`config.mk`:
```
export PLATFORM = sky130hd
export DESIGN_NAME = gray_counter
export DESIGN_NICKNAME = d
export VERILOG_FILES = /design/src/rtl/gray_counter.sv
export SDC_FILE = /design/constraint.sdc
export NUM_CORES = 1
export LEC_CHECK = 0
export CAP_MARGIN = 20
export CORE_MARGIN = 2
export CORE_UTILIZATION = 37
export DETAILED_ROUTE_END_ITERATION = 16
export HOLD_SLACK_MARGIN = 0.12
export PLACE_DENSITY_LB_ADDON = 0.1
export SYNTH_ARGS = -nofsm -noshare
export SYNTH_HDL_FRONTEND = slang
export SYNTH_SLANG_ARGS = --single-unit
```
`constraint.sdc`:
```
create_clock -name clk -period 1.7 [get_ports clk]
set_clock_uncertainty 0.1 [all_clocks]
set_input_delay 0.34 -clock clk [delete_from_list [all_inputs] [get_ports clk]]
set_output_delay 0.34 -clock clk [all_outputs]
set_load 0.02 [all_outputs]
```
`src/rtl/gray_counter.sv`:
```
// Up/down binary counter with a registered Gray-code output, load and wrap pulse.
// Define GRAY_SAT_EN to make the counter saturate at 0 / all-ones instead of wrapping.
module gray_counter #(
    parameter int unsigned WIDTH = 4
) (
    input  logic             clk,
    input  logic             rst,
    input  logic             en,
    input  logic             up_dn,
    input  logic             load,
    input  logic [WIDTH-1:0] bin_in,
    output logic [WIDTH-1:0] gray,
    output logic [WIDTH-1:0] bin,
    output logic             wrap
);

    logic [WIDTH-1:0] bin_q,  bin_d;
    logic [WIDTH-1:0] gray_q, gray_d;
    logic             wrap_q, wrap_d;

    always_comb begin
        bin_d  = bin_q;
        wrap_d = 1'b0;
        if (load) begin
            bin_d = bin_in;
        end else if (en) begin
            if (up_dn) begin
`ifdef GRAY_SAT_EN
                if (bin_q != '1) begin
                    bin_d  = bin_q + 1'b1;
                    wrap_d = (bin_d == '1);
                end
`else
                bin_d  = bin_q + 1'b1;
                wrap_d = (bin_q == '1);
`endif
            end else begin
`ifdef GRAY_SAT_EN
                if (bin_q != '0) begin
                    bin_d  = bin_q - 1'b1;
                    wrap_d = (bin_d == '0);
                end
`else
                bin_d  = bin_q - 1'b1;
                wrap_d = (bin_q == '0);
`endif
            end
        end
        // Gray is encoded from the next binary value so both registers agree on every edge.
        gray_d = bin_d ^ (bin_d >> 1);
    end

    always_ff @(posedge clk) begin
        if (rst) begin
            bin_q  <= '0;
            gray_q <= '0;
            wrap_q <= 1'b0;
        end else begin
            bin_q  <= bin_d;
            gray_q <= gray_d;
            wrap_q <= wrap_d;
        end
    end

    assign bin  = bin_q;
    assign gray = gray_q;
    assign wrap = wrap_q;

endmodule

```
==> flow_summary.yaml <==
run_status:
  status: "finished clean"
synthesis:
  synth.yosys.seq_area_share_pct: 32.74
  ys_seq_elements: 8
  avgSynthCellArea_um2: 9.231
  ys_types: 31
  netlist_area_um2: 489.2
  yosys_warnings: 0
  synth_edf_count: 0
  async_flop_share_pct: 0
  yosysTopAreaCellShare_pct: 32.74
  synth_area_leader_cell: "dfxtp_1"
  synthTopCellsByArea: "dfxtp_1 (33%), mux2i_1 (6.1%), ha_1 (5.1%), nor2_1 (4.6%), fa_1 (4.1%)"
  netlist_instances: 53
  synthFlopType: "dfxtp_1"
  synth_nets: 65
timing:
  rsz0062_at_grt: "true"
  finalSetupViolCount: 0
  maxSlewViolCount: 0
  fmax_mhz: 589.8
  timing.hold.ws_ns: 0.5125
  final-hold-violation-count: 0
  worst_pin_slew_ns: 0.2601
  slew-limit-headroom_pct: 82.16
  finalCriticalPeriod_ns: 1.696
  period_share_pct: 99.74
clock_network:
  cts_root_buffer: "clkbuf_4"
  cts_htree_levels: 1
  clk_pin_slew_ns: 0.05
  cts.sinks: 8
  insertion_delay_ns: 0.26
  numCtsBuffers: 3
  cts_tree: "done"
  clk_path_buf_depth: 2
final_layout:
  layoutNonFillerInstCount: 96
  n_antenna_cell: 0
  multi_input_area_um2: 341.6
  mostFrequentLayoutCells: "buf_4 (11), clkdlybuf4s50_1 (9), dlygate4sd2_1 (7)"
  postLayoutCellArea_um2: 799.5
  layout-drive-gt1-share_pct: 30.86
  fin_nets: 95
  area_delta_synth_final_pct: 63.43
  regArea_um2: 162.7
  layout_commonest_cell: "buf_4"
  fillers: 126
power_and_ir_drop:
  irDropWorstVdd_v: 0.0004644
  switchingPower_w: 0.0001878
  p_comb_share_pct: 39.6
  cellPowerDensity_nw_per_um2: 751.6
  p_int_w: 0.0004131
  p_leak_nw: 0.3638
  clkPwrFrac_pct: 24.6
  total_power_w: 0.0006009
  seqPwrFrac_pct: 35.8
  p_sw_share_pct: 31.25
setup_path:
  path_buf_inv: 0
  start_kind: "flop"
  reg2reg_slack_ns: 0.004
  timing.rr.start: "bin[1]$_SDFF_PP0_"
  reg2reg_depth: 5
  critical_path_required_ns: 1.79
  timing.rr.end: "gray[1]$_SDFF_PP0_"
  crit_start: "bin[1]$_SDFF_PP0_"
  crit_family: "adder cells"
  critPathKind: "flop to flop"
  endpoint_kind: "flop"
  crit_path_max_fanout: 4
  crit_slowest_cell: "fa_2"
  cp.arrival_ns: 1.79
  path_cells: "fa_2 > mux2_4 > mux2i_4 > or3_1 > a21oi_1"
  cpPeakStageDelay_ns: 0.55
route:
  vias_per_cell: 5.292
  first_pass_iters: 4
  wirelength_um: 1194
  drcViolationCount: 0
  num_vias: 508
  wire_per_inst_um: 12.44
  detail-route-antenna-nets: 0
  drt_iter0_drc: 13
worst_hold_path:
  whs_endpoint: "wrap$_SDFF_PP0_"
  hold_depth: 3
  hp-start: "load"
  hold_path.class: "input port to flop"
global_route:
  antenna_found_initial: 0
  gr-usage-all-layers_pct: 18.17
  grt_pass1_vias: 453
  grt_pass1_wl_um: 1856
  grt_max_degree: 11
  grt-ovfl-total: 0
place:
  hpwl_um: 889.1
  port_buffers: 17
  placed_cell_area_um2: 755.7
  place_inst: 92
  gp_congestion: 0.7730
floorplanning:
  die_x_um: 40.36
  rows: 13
  start_util_pct: 38.56
  core-area_um2: 1269
  ios: 18
  die-area_um2: 1629
  die_height_um: 40.36
run:
  maxCapViolations: 0
cell type report:
type / count / area share [%]
Multi-Input combinational cell: 39 / 42.72
Inverter: 3 / 1.878
Clock buffer: 3 / 2.817
Sequential cell: 8 / 20.34
Timing Repair Buffer: 28 / 29.89
Tap cell: 15 / 2.347
kinds of logic after synthesis:
group,Yosys count,synth area share (%)
fa+ha+maj,3,9.207
flops,8,32.74
buf+inv,6,6.392
simple gates,18,22.51
xor+xnor,3,5.372
compound gates,11,15.35
mux,4,8.440
sequential cells by signal (all words and copies together), names as in the netlist:
| name | cells |
|---|---|
| wrap | 1 |
| bin | 4 |
| gray | 3 |
metrics by stage:
stage	utilization [%]	worst slack [ns]	TNS, ns
after floorplan	-	-0.05406	-0.05406
after global placement	59.57	-0.7028	-3.606
after detailed placement	59.57	-0.7512	-3.807
after CTS	62.03	0.003941	0
after global routing	63.02	-0.03066	-0.05244
final	63.02	0.004486	0
worst register-to-register path: stages (launching register included):
cell and delay [ns]:
dfxtp_2 0.33, fa_2 0.55, mux2_4 0.15, mux2i_4 0.07, or3_1 0.31, a21oi_1 0.12
worst max-delay path by stage:
stage                                     to  depth (start not counted)
after CTS                 gray[1]$_SDFF_PP0_                          5
after global placement    gray[1]$_SDFF_PP0_                          8
after floorplan           gray[1]$_SDFF_PP0_                          6
after detailed placement  gray[2]$_SDFF_PP0_                          8
after global routing      gray[1]$_SDFF_PP0_                          5
final                     gray[1]$_SDFF_PP0_                          5
cells in the mapped netlist (2+ instances only):
cell type,n
inv_1,3
a21oi_1,3
ha_1,2
or3_1,2
nor2_1,6
xnor2_1,2
mux2i_1,3
buf_4,2
dfxtp_1,8
per-layer routing:
metal	vias up	global-route usage, %	share of wire (%)
met5	-	0	0
met1	239	20.07	45
met4	0	7.500	1.6
met3	4	8.333	7.0
met2	15	29.76	46
li1	250	-	-
repair_timing:
item | CTS | global route
hold buffers | 0 | 0
endpoints found under the setup margin | 11 | 4
pin swaps | 7 | 1
gates resized for setup | 13 | 2
buffers inserted | 2 | 0
power by group through the flow:
stage	clock (W)	sequential, W	combinational (W)
2_1_floorplan	0	0.000251	0.000100
3_3_place_gp	0	0.000219	0.000231
3_5_place_dp	0	0.000219	0.000235
4_1_cts	0.000154	0.000215	0.000230
5_1_grt	0.000160	0.000218	0.000258
6_report	0.000148	0.000215	0.000238
Power figures use the tool's default switching activity.
